**config.mk**
```make
export PLATFORM = sky130hd
export DESIGN_NAME = jtframe_rom_slot
export DESIGN_NICKNAME = d
export VERILOG_FILES = /design/src/rtl/jtframe_rom_pkg.sv /design/src/rtl/jtframe_rom_line.sv /design/src/rtl/jtframe_rom_slot.sv
export SDC_FILE = /design/constraint.sdc
export NUM_CORES = 1
export LEC_CHECK = 0
export ABC_AREA = 1
export CORE_MARGIN = 2
export CORE_UTILIZATION = 40
export DETAILED_ROUTE_END_ITERATION = 7
export DONT_BUFFER_PORTS = 1
export SYNTH_ARGS = -nofsm -noshare
export SYNTH_HDL_FRONTEND = slang
export SYNTH_SLANG_ARGS = --single-unit
```
**constraint.sdc**
```tcl
create_clock -name clk -period 2.1 [get_ports clk]
set_input_delay 0.42 -clock clk [delete_from_list [all_inputs] [get_ports clk]]
set_output_delay 0.42 -clock clk [all_outputs]
set_load 0.02 [all_outputs]
```
**src/rtl/jtframe_rom_pkg.sv**
```systemverilog
// Shared definitions for the ROM slot: line width, word-offset helper and
// the fetch state encoding.
package jtframe_rom_pkg;

  // Every SDRAM fetch returns one 32-bit line.
  localparam int LINE_W = 32;

  // Fetch sequencer states.
  typedef enum logic [1:0] {
    ST_IDLE = 2'd0,
    ST_REQ  = 2'd1,
    ST_WAIT = 2'd2
  } state_t;

  // Number of word-select bits inside a line: 2 for byte words, 1 for 16-bit words.
  function automatic int off_of(input int dw);
    return (dw == 16) ? 1 : 2;
  endfunction

endpackage

```
**src/rtl/jtframe_rom_line.sv**
```systemverilog
// One cache entry: valid/tag/data registers, a write port, the tag compare
// and the little-endian word select for the current address.
module jtframe_rom_line
  import jtframe_rom_pkg::*;
#(
  parameter int AW = 18,
  parameter int DW = 8,
  localparam int OFF = off_of(DW),
  localparam int TW  = AW - OFF
) (
  input  logic              clk,
  input  logic              rst,
  input  logic              clr,
  input  logic              we,
  input  logic [TW-1:0]     wtag,
  input  logic [LINE_W-1:0] wdata,
  input  logic [AW-1:0]     addr,
  output logic              hit,
  output logic [DW-1:0]     word
);

  logic              valid;
  logic [TW-1:0]     tag;
  logic [LINE_W-1:0] data;
  logic [OFF-1:0]    sel;

  // Entry storage; clr only drops valid, the stale data stays visible on word.
  always_ff @(posedge clk) begin
    if (rst) begin
      valid <= 1'b0;
      tag   <= '0;
      data  <= '0;
    end else if (clr) begin
      valid <= 1'b0;
    end else if (we) begin
      valid <= 1'b1;
      tag   <= wtag;
      data  <= wdata;
    end
  end

  assign sel = addr[OFF-1:0];
  assign hit = valid && (tag == addr[AW-1:OFF]);

  // Word select, lowest address in the least significant bits of the line.
  always_comb begin
    word = '0;
    for (int i = 0; i < LINE_W / DW; i++) begin
      if (sel == i[OFF-1:0]) word = data[i*DW +: DW];
    end
  end

endmodule

```
**src/rtl/jtframe_rom_slot.sv**
```systemverilog
// ROM-side responder: answers CPU reads from a two-entry line cache and
// fetches missing 32-bit lines from one SDRAM slot. ok low stalls the CPU.
// DW must be 8 or 16.
module jtframe_rom_slot
  import jtframe_rom_pkg::*;
#(
  parameter int AW = 18,
  parameter int DW = 8
) (
  input  logic              clk,
  input  logic              rst,
  input  logic              clr,
  input  logic              cs,
  input  logic [AW-1:0]     addr,
  output logic [DW-1:0]     dout,
  output logic              ok,
  output logic [AW-1:0]     sdram_addr,
  output logic              sdram_req,
  input  logic              sdram_ack,
  input  logic              sdram_dst,
  input  logic              sdram_rdy,
  input  logic [LINE_W-1:0] din
);

  localparam int OFF = off_of(DW);
  localparam int TW  = AW - OFF;

  // SDRAM handshake: sdram_req is registered and held, with sdram_addr
  // stable, until sdram_ack is seen in ST_REQ; afterwards the line arrives
  // on din in the single cycle where sdram_dst && sdram_rdy are both high.
  // rdy strobes outside ST_WAIT or without dst are ignored.

  state_t        state, state_nx;
  logic [TW-1:0] tag_q, tag_nx, cur_tag;
  logic [AW-1:0] saddr_nx;
  logic          req_nx;
  logic          victim, victim_nx;
  logic          discard, discard_nx;
  logic          fill, write, any_hit;
  logic          hit0, hit1;
  logic [DW-1:0] word0, word1;

  assign cur_tag = addr[AW-1:OFF];
  assign any_hit = hit0 || hit1;
  assign fill    = (state == ST_WAIT) && sdram_dst && sdram_rdy;
  // A clr in the same cycle as the data strobe also suppresses the write.
  assign write   = fill && !discard && !clr;

  jtframe_rom_line #(.AW(AW), .DW(DW)) u_line0 (
    .clk(clk), .rst(rst), .clr(clr), .we(write && !victim),
    .wtag(tag_q), .wdata(din), .addr(addr), .hit(hit0), .word(word0)
  );

  jtframe_rom_line #(.AW(AW), .DW(DW)) u_line1 (
    .clk(clk), .rst(rst), .clr(clr), .we(write && victim),
    .wtag(tag_q), .wdata(din), .addr(addr), .hit(hit1), .word(word1)
  );

  // Hits answer in the same cycle; entry 0 drives dout when nothing hits.
  assign ok   = cs && any_hit;
  assign dout = (hit1 && !hit0) ? word1 : word0;

  // Fetch sequencer registers.
  always_ff @(posedge clk) begin
    if (rst) begin
      state      <= ST_IDLE;
      tag_q      <= '0;
      sdram_req  <= 1'b0;
      sdram_addr <= '0;
      victim     <= 1'b0;
      discard    <= 1'b0;
    end else begin
      state      <= state_nx;
      tag_q      <= tag_nx;
      sdram_req  <= req_nx;
      sdram_addr <= saddr_nx;
      victim     <= victim_nx;
      discard    <= discard_nx;
    end
  end

  // Next state: a miss is only evaluated in ST_IDLE; an started fetch always
  // runs to completion even if cs drops or addr moves.
  always_comb begin
    state_nx   = state;
    tag_nx     = tag_q;
    req_nx     = sdram_req;
    saddr_nx   = sdram_addr;
    victim_nx  = victim;
    discard_nx = discard;
    case (state)
      ST_IDLE: begin
        if (cs && !any_hit) begin
          tag_nx   = cur_tag;
          saddr_nx = {cur_tag, {OFF{1'b0}}};
          req_nx   = 1'b1;
          state_nx = ST_REQ;
        end
      end
      ST_REQ: begin
        if (sdram_ack) begin
          req_nx   = 1'b0;
          state_nx = ST_WAIT;
        end
      end
      ST_WAIT: begin
        if (fill) begin
          state_nx = ST_IDLE;
          if (write) victim_nx = ~victim;
        end
      end
      default: begin
        state_nx = ST_IDLE;
        req_nx   = 1'b0;
      end
    endcase
    // A clr while a fetch is outstanding makes that fetch land nowhere.
    if (state_nx == ST_IDLE) discard_nx = 1'b0;
    else if (clr && state != ST_IDLE) discard_nx = 1'b1;
  end

endmodule

```
# Word-level counts from Yosys, hierarchy flattened
# Cells that the tools add are included.
# op_classes
eq_ne,9
muxes,16
bitwise,3
n_reduce_logical,29
# op_table
op,n
$mux W8,9
$eq A16 B16 Y1,2
$logic_and A1 B1 Y1,12
$eq A2 B2 Y1 const B,3
$logic_not A2 Y1,3
$mux W2,3
$pmux W2 S3,1
$reduce_and A2 Y1,3
$reduce_and A3 Y1,2
$logic_not A1 Y1,5
$eq A2 B1 Y1 const B,2
$ne A2 B2 Y1 const B,2
$reduce_or A2 Y1,2
$not A1 Y1,3
$pmux W1 S3,1
$mux W1,2
$reduce_bool A2 Y1,1
$logic_or A1 B1 Y1,1
# totals
reg_bits,119
wordCells,68

# Longest topological paths before layout
# Gate-level depths: netlist of the first run.
# logic_depth
depth_word,9
mapped_depth,12
depth_no_buf,11

# Cells and area by module
# Synthesis of the first run repeated with hierarchy kept, for this count alone.
# hier_totals
hier_cells,779
hier_area_um2,5495.3
# modules_own_cells
module,n_inst,cells_each,area_each_um2,seq_area_each_um2
jtframe_rom_line,2,327,2244.7,980.9
jtframe_rom_slot,1,125,1006.0,420.4

# Worst setup path after synthesis of the first run
# Ideal clock, no wire load.
# synth_path
path_type,input to output
from,input port addr[13]
to,output port ok
arrival_ns,1.481
required_ns,1.680
path_slack_ns,0.199
cell_stages,10
n_path_buf,0
cell_sequence,inv_1 -> nand2_1 -> o21ai_0 -> nor2_1 -> nand4_1 -> nor2_1 -> nand2_1 -> nor2_1 -> inv_1 -> a21oi_1
# synth_between
elab_chain_cells,4
# synth_lines
element,line,source
"start, declared",jtframe_rom_slot.sv:14,"input logic [AW-1:0] addr,"
$eq A16 B16 Y1,jtframe_rom_line.sv:43,assign hit = valid && (tag == addr[AW-1:OFF]);
$logic_and A1 B1 Y1,jtframe_rom_line.sv:43,
$logic_or A1 B1 Y1 *,jtframe_rom_slot.sv:44,assign any_hit = hit0 || hit1;
$logic_and A1 B1 Y1 *,jtframe_rom_slot.sv:60,assign ok = cs && any_hit;
"end, declared",jtframe_rom_slot.sv:16,"output logic ok,"
# Every way passes the cells marked *; elsewhere a longest branch is shown, timed or not.

# Final worst setup path of the first run
# layout_path
from,register u_line0.tag[7]
to,output port dout[1]
# layout_between
elab_chain_cells,5
# layout_lines
element,line,source
"start, declared",jtframe_rom_line.sv:23,logic [TW-1:0] tag;
"start signal, assigned",jtframe_rom_line.sv:37,tag <= wtag;
$eq A16 B16 Y1,jtframe_rom_line.sv:43,
$logic_and A1 B1 Y1,jtframe_rom_line.sv:43,
$logic_not A1 Y1,jtframe_rom_slot.sv:61,assign dout = (hit1 && !hit0) ? word1 : word0;
$logic_and A1 B1 Y1,jtframe_rom_slot.sv:61,
$mux W8,jtframe_rom_slot.sv:61,
"end, declared",jtframe_rom_slot.sv:15,"output logic [DW-1:0] dout,"
# Every way passes these cells.

==> summary.md, run 1 <==
| Metric | Value |
|---|---|
| Outcome | `complete, but fails checks` |
| Violations in the final reports | `negative setup slack` |
| Combined global-route utilization of all metal layers | `0.223` |
| Number of H-tree levels | `4` |
| WHS | `0.0628 ns` |
| Crit path cell chain | `inv_1 > nand2_2 > nand2_1 > nor2_2 > nand2_1 > nor2_1 > nand3_2 > nand4_1 > buf_4 > clkbuf_16 > nand2_4 > nand2_4` |
| Crit Reg-Reg Startpoint | `u_line0.tag[7]$_SDFFE_PP0P_` |
| Yosys synthesis warning count | `0` |
| Violation count after the first detailed-route iteration | `327` |
| Clock transition at the register clock pins on the worst setup and hold paths after CTS | `0.06 ns` |
| Count of flip-flops with a built-in enable after synthesis | `0` |
| Final max-slew violation count | `0` |
| Count of placed standard cells in the final layout, fillers left out | `1,025` |
| Worst Hold Endpoint | `sdram_addr[11]$_SDFFE_PP0P_` |
| Layout cell share with drive strength beyond 1 | `0.185` |
| Hold Vio Cnt, Final | `0` |
| Reported leakage power | `2.62 nW` |
| Total power | `5.73 mW` |
| Clock buffer count from CTS | `17` |
| Worst R2R Path Depth | `12` |
| Hold buffer count at CTS | `0` |
| Internal portion of total power | `4.43 mW` |
| Clock Skew | `0.0115 ns` |
| Vias/cell | `5.14` |
| DRC violations left | `0` |
| F_max | `418 MHz` |
| Final HPWL DP | `11.2 mm` |
| Count of unique library cells instantiated by Yosys | `25` |
| Setup-violating endpoint count in the final report | `9` |
| # nets final | `889` |
| Hold-critical path depth | `1` |
| Placed Cells | `985` |
| Number of antenna cells inserted | `0` |
| Sw power | `1.30 mW` |
| Initial Util | `0.404` |
| Top post-synthesis cells by count | `sky130_fd_sc_hd__nand2_1 (178), sky130_fd_sc_hd__nor2_1 (175), sky130_fd_sc_hd__dfxtp_1 (119)` |
| Endpoint kind of the worst setup timing path | `output pin` |
| Mapped cell area | `5550 um2` |
| Crit share post-route | `1.14` |
| CP max stage delay | `0.33 ns` |
| Synth async-reset ratio | `0` |
| Number of synthesized register bits | `119` |
| Most frequently used cell type in the post-synthesis netlist | `sky130_fd_sc_hd__nand2_1` |
| Buffer cell driving the clock tree root | `sky130_fd_sc_hd__clkbuf_16` |
| Source-to-sink clock delay at the later pin of the worst-skew pair | `0.42 ns` |
| Number of cell rows | `43` |
| Mean instance size in the synthesized netlist | `6.74 um2` |
| Maximum number of pins on one net before global-route repair | `102` |
| Wire length of the first global-routing pass | `25.3 mm` |
| Worst setup path class | `reg2out` |
| Total length of routed wires | `16.2 mm` |
| Worst-case vdd ir drop | `578 uV` |
| Sequential element share of the synthesized area | `0.430` |
| Fill cells | `1,399` |
| Final standard cell utilization of the core | `0.487` |
| Total of max-cap violations | `0` |
| Share of Yosys cell area claimed by the top area cell type | `0.430` |
| Final GP Congestion | `0.893` |
| Number of antenna violations at the first check in global routing | `0` |
| Top cells by area in the synthesized netlist | `sky130_fd_sc_hd__dfxtp_1 (43%), sky130_fd_sc_hd__nand2_1 (12%), sky130_fd_sc_hd__nor2_1 (12%)` |
| Arrival time at the worst endpoint | `1.97 ns` |
| Quantity of I/O buffers inserted on ports | `0` |
| Remaining antenna violation count after routing | `0` |
| Top cell type by total area after synthesis | `sky130_fd_sc_hd__dfxtp_1` |
| Maximum clock insertion buffer count | `2` |
| Die area | `14,800 um2` |
| Setup repair after global routing missed its margin | `true` |
| Min-Delay Path Class | `in2reg` |
| Required time of the worst setup path | `1.68 ns` |
| Syn-to-layout area delta | `20.5%` |
| Vias in the first global route | `4,879` |
| Number of sinks driven by the clock tree | `119` |
| Vertical die dimension | `122 um` |
| Slowest cell on crit path | `sky130_fd_sc_hd__dfxtp_2` |
| Share of total power consumed by net switching | `0.227` |
| Pwr/cell area | `857 nW/um2` |
| Worst setup slack after layout | `-0.290 ns` |
| End of the worst register-to-register path | `sdram_addr[9]$_SDFFE_PP0P_` |
| Routed len/inst | `15.8 um` |
| Fin crit period | `2.39 ns` |
| GRT Residual Overflow | `0` |
| Via Count | `5,269` |
| CP Max Fanout | `6` |
| Total negative slack | `-2.29 ns` |
| DRT Pass-1 Iters | `8` |
| Fraction of power consumed by the clock network | `0.531` |
| Width of the die | `122 um` |
| Min-Delay Startpoint | `rst` |
| Core box area | `13,700 um2` |
| Storage cell area | `2400 um2` |
| Flop pwr share | `0.412` |
| Register-to-register path setup slack | `0.40 ns` |
| Count of boundary I/O pins | `85` |
| Area used by multi-input combinational logic | `2890 um2` |
| Startpoint kind of the worst setup timing path | `flop` |
| Synth Instances | `823` |
| TritonCTS clock tree | `built` |
| Ys flop type | `sky130_fd_sc_hd__dfxtp_1` |
| Combinational cell fraction of total power | `0.057` |
[power groups by stage]
stage | Sequential [mW] | Clock (mW) | Combinational [mW]
6_report | 2.36 | 3.04 | 0.329
5_1_grt | 2.36 | 3.19 | 0.373
4_1_cts | 2.36 | 3.10 | 0.316
3_5_place_dp | 2.41 | 0 | 0.307
3_3_place_gp | 2.41 | 0 | 0.307
2_1_floorplan | 2.40 | 0 | 0.249
[cells in the final DEF (no fill, tap or decap), types with 8 or more instances in the layout]
master,netlist,final
sky130_fd_sc_hd__dfxtp_2,0,12
sky130_fd_sc_hd__nor2_1,175,165
sky130_fd_sc_hd__o21ai_0,108,106
sky130_fd_sc_hd__nor2_2,2,12
sky130_fd_sc_hd__a21oi_2,8,9
sky130_fd_sc_hd__inv_1,62,55
sky130_fd_sc_hd__a21oi_1,46,45
sky130_fd_sc_hd__dfxtp_1,119,107
sky130_fd_sc_hd__buf_4,6,27
sky130_fd_sc_hd__nand4_1,36,36
sky130_fd_sc_hd__nand2_4,0,13
sky130_fd_sc_hd__nand3_1,16,13
sky130_fd_sc_hd__nand2_1,178,148
sky130_fd_sc_hd__inv_2,5,12
sky130_fd_sc_hd__clkbuf_16,0,18
sky130_fd_sc_hd__nand3_2,5,8
sky130_fd_sc_hd__nand2_2,5,22
[state kept, by name, indices dropped and copies added, names as in the netlist]
signal / flops
discard: 1
sdram_addr: 16
sdram_req: 1
state: 2
u_line0.data: 32
u_line0.tag: 16
u_line0.valid: 1
u_line1.data: 32
u_line1.tag: 16
u_line1.valid: 1
victim: 1
[area by class of cell]
class,count,share of cell area
clock buffers,24,0.0751
clock inverters,8,0.0176
inverters,68,0.0384
multi-input cells,594,0.432
flip-flops and latches,119,0.359
well taps,180,0.0337
repair buffers,32,0.0447
[kinds of logic after synthesis]
group	synth area share
compound gates	0.152
xor+xnor	0.00790
buf+inv	0.0878
flops	0.430
other cells	0.000676
simple gates	0.322
[worst max-delay path: cells and delay by family (launching register included)]
kind / cells / cell delay, ns
AND/OR/NAND/NOR: 9 / 0.83
buffers and inverters: 3 / 0.39
flip-flops: 1 / 0.33
[per-stage QoR]
stage,setup slack (ns),area (um2)
floorplan,0.199,5550
global placement,0.0421,5760
detailed placement,0.0653,5760
CTS,-0.275,6460
global route,-0.372,6680
finish,-0.290,6680
[per-layer routing]
layer	vias to the layer above	global-route usage	share of wire
li1	2677	-	-
met1	2390	0.284	0.45
met2	167	0.344	0.45
met3	35	0.0754	0.077
met4	0	0.0999	0.031
met5	-	0	0
[how the worst max path moves through the flow]
stage | endpoint | startpoint | slack, ns
after floorplan | ok | addr[13] | 0.20
after global placement | dout[4] | addr[13] | 0.04
after detailed placement | dout[4] | addr[13] | 0.07
after CTS | ok | u_line0.tag[11]$_SDFFE_PP0P_ | -0.27
after global routing | ok | u_line1.tag[1]$_SDFFE_PP0P_ | -0.37
final | dout[1] | u_line0.tag[7]$_SDFFE_PP0P_ | -0.29
[what timing repair did]
action / in CTS / in global routing
pin swaps: 7 / 24
gates resized for setup: 30 / 52
setup endpoints to repair: 9 / 9
cloned: 0 / 1
setup buffers: 1 / 6
(Power assumes the default switching activity.)
==> run 2, diff against run 1 <==
SKIP_LAST_GASP = 1   (was unset)
==> summary.md, run 2 (same netlist as run 1, synthesis figures left out) <==
| Metric | Value |
|---|---|
| Crit share post-route | `1.17` |
| Worst R2R Path Depth | `12` |
| Initial Util | `0.404` |
| Crit Reg-Reg Startpoint | `u_line0.tag[9]$_SDFFE_PP0P_` |
| Number of cell rows | `43` |
| Final max-slew violation count | `0` |
| Required time of the worst setup path | `1.68 ns` |
| Placed standard-cell area | `5760 um2` |
| Vertical die dimension | `122 um` |
| Maximum clock insertion buffer count | `2` |
| Layout cell share with drive strength beyond 1 | `0.185` |
| Width of the die | `122 um` |
| DRC violations left | `0` |
| Setup-violating endpoint count in the final report | `9` |
| Fill cells | `1,396` |
| Violation count after the first detailed-route iteration | `319` |
| Number of antenna cells inserted | `0` |
| Wire length of the first global-routing pass | `25.1 mm` |
| Clock transition at the register clock pins on the worst setup and hold paths after CTS | `0.06 ns` |
| Clock Skew | `0.0112 ns` |
| Maximum number of pins on one net before global-route repair | `102` |
| Endpoint kind of the worst setup timing path | `output pin` |
| Leading cell types in the layout, fill and taps excluded | `sky130_fd_sc_hd__nor2_1 (166), sky130_fd_sc_hd__nand2_1 (144), sky130_fd_sc_hd__dfxtp_1 (108)` |
| Clock buffer count from CTS | `17` |
| Startpoint kind of the worst setup timing path | `flop` |
| Reported leakage power | `2.62 nW` |
| Worst Hold Endpoint | `sdram_addr[11]$_SDFFE_PP0P_` |
| Worst setup slack after layout | `-0.362 ns` |
| Final GP Congestion | `0.893` |
| Storage cell area | `2400 um2` |
| Setup repair after global routing missed its margin | `true` |
| Worst setup path class | `reg2out` |
| # nets final | `889` |
| F_max | `406 MHz` |
| Source-to-sink clock delay at the later pin of the worst-skew pair | `0.42 ns` |
| Min-Delay Startpoint | `rst` |
| Total length of routed wires | `16.1 mm` |
| Min-Delay Path Class | `in2reg` |
| Fin crit period | `2.46 ns` |
| GRT Residual Overflow | `0` |
| Number of sinks driven by the clock tree | `119` |
| Routed len/inst | `15.7 um` |
| Hold buffer count at CTS | `0` |
| Register-to-register path setup slack | `0.33 ns` |
| Summed area of non-filler cells in the final layout | `6680 um2` |
| Violations in the final reports | `negative setup slack` |
| End of the worst register-to-register path | `sdram_addr[8]$_SDFFE_PP0P_` |
| Hold Vio Cnt, Final | `0` |
| Vias/cell | `5.08` |
| WHS | `0.0623 ns` |
| Combined global-route utilization of all metal layers | `0.222` |
| Buffer cell driving the clock tree root | `sky130_fd_sc_hd__clkbuf_16` |
| DRT Pass-1 Iters | `4` |
| TritonCTS clock tree | `built` |
| Count of boundary I/O pins | `85` |
| Syn-to-layout area delta | `20.5%` |
| CP Max Fanout | `6` |
| Via Count | `5,212` |
| Hold-critical path depth | `1` |
| Area used by multi-input combinational logic | `2890 um2` |
| Final standard cell utilization of the core | `0.487` |
| Quantity of I/O buffers inserted on ports | `0` |
| Vias in the first global route | `4,844` |
| Worst-case vdd ir drop | `580 uV` |
| Number of H-tree levels | `4` |
| Remaining antenna violation count after routing | `0` |
| Core box area | `13,700 um2` |
| Final HPWL DP | `11.2 mm` |
| Most common cell after layout, fill and taps aside | `sky130_fd_sc_hd__nor2_1` |
| Outcome | `complete, but fails checks` |
| Die area | `14,800 um2` |
| Number of antenna violations at the first check in global routing | `0` |
| Pwr/cell area | `857 nW/um2` |
| Total of max-cap violations | `0` |
| Arrival time at the worst endpoint | `2.04 ns` |
| Largest registers | `u_line0.data: 32 flops, u_line1.data: 32 flops` |
run 2: worst max-delay path, cell delays in order, from the launching register on:
cell                        delay [ns]
sky130_fd_sc_hd__dfxtp_1          0.33
sky130_fd_sc_hd__inv_1            0.08
sky130_fd_sc_hd__nand2_2          0.09
sky130_fd_sc_hd__nand2_1          0.07
sky130_fd_sc_hd__nor2_1           0.16
sky130_fd_sc_hd__nand2_1          0.07
sky130_fd_sc_hd__nor2_1           0.11
sky130_fd_sc_hd__nand3_2          0.08
sky130_fd_sc_hd__nand4_1          0.15
sky130_fd_sc_hd__buf_4            0.16
sky130_fd_sc_hd__clkbuf_16        0.17
sky130_fd_sc_hd__nand2_4          0.06
sky130_fd_sc_hd__nand2_4          0.09
run 2: layout make-up:
type,instances,share of cell area
well taps,180,0.0337
clock inverters,8,0.0176
clock buffers,24,0.0751
multi-input cells,594,0.432
flip-flops and latches,119,0.358
inverters,68,0.0384
repair buffers,32,0.0447
run 2: per-layer routing:
| metal | global-route usage | wire, um | vias up |
|---|---|---|---|
| met4 | 0.101 | 404 | 0 |
| met3 | 0.0763 | 1210 | 27 |
| li1 | - | - | 2674 |
| met5 | 0 | 0 | - |
| met1 | 0.283 | 7280 | 2352 |
| met2 | 0.339 | 7240 | 159 |
run 2: per-stage QoR:
| stage | total power, mW | setup TNS, ns | setup WS [ns] | instances |
|---|---|---|---|---|
| 2_1_floorplan | 2.65 | 0 | 0.199 | 824 |
| 3_3_place_gp | 2.72 | 0 | 0.0421 | 985 |
| 3_5_place_dp | 2.72 | 0 | 0.0653 | 985 |
| 4_1_cts | 5.77 | -2.15 | -0.275 | 1018 |
| 5_1_grt | 5.93 | -3.17 | -0.377 | 1025 |
| 6_report | 5.73 | -2.81 | -0.362 | 1025 |
run 2: how the worst max path moves through the flow:
| stage | start | to | cells after the start |
|---|---|---|---|
| after CTS | u_line0.tag[11]$_SDFFE_PP0P_ | ok | 9 |
| final | u_line0.tag[9]$_SDFFE_PP0P_ | dout[1] | 12 |
| after global routing | u_line1.tag[1]$_SDFFE_PP0P_ | ok | 12 |
| after floorplan | addr[13] | ok | 10 |
| after global placement | addr[13] | dout[4] | 11 |
| after detailed placement | addr[13] | dout[4] | 11 |
run 2: repair_timing:
| item | CTS | global route |
|---|---|---|
| pin swaps | 7 | 27 |
| cloned | 0 | 1 |
| buffers inserted | 1 | 6 |
| resized for setup | 17 | 67 |
| setup endpoints to repair | 9 | 9 |
run 2: power breakdown:
part	switching (mW)	total (mW)	internal, mW
logic	0.208	0.329	0.121
registers	0.0642	2.36	2.30
clock network	1.03	3.04	2.01
total	1.30	5.73	4.43
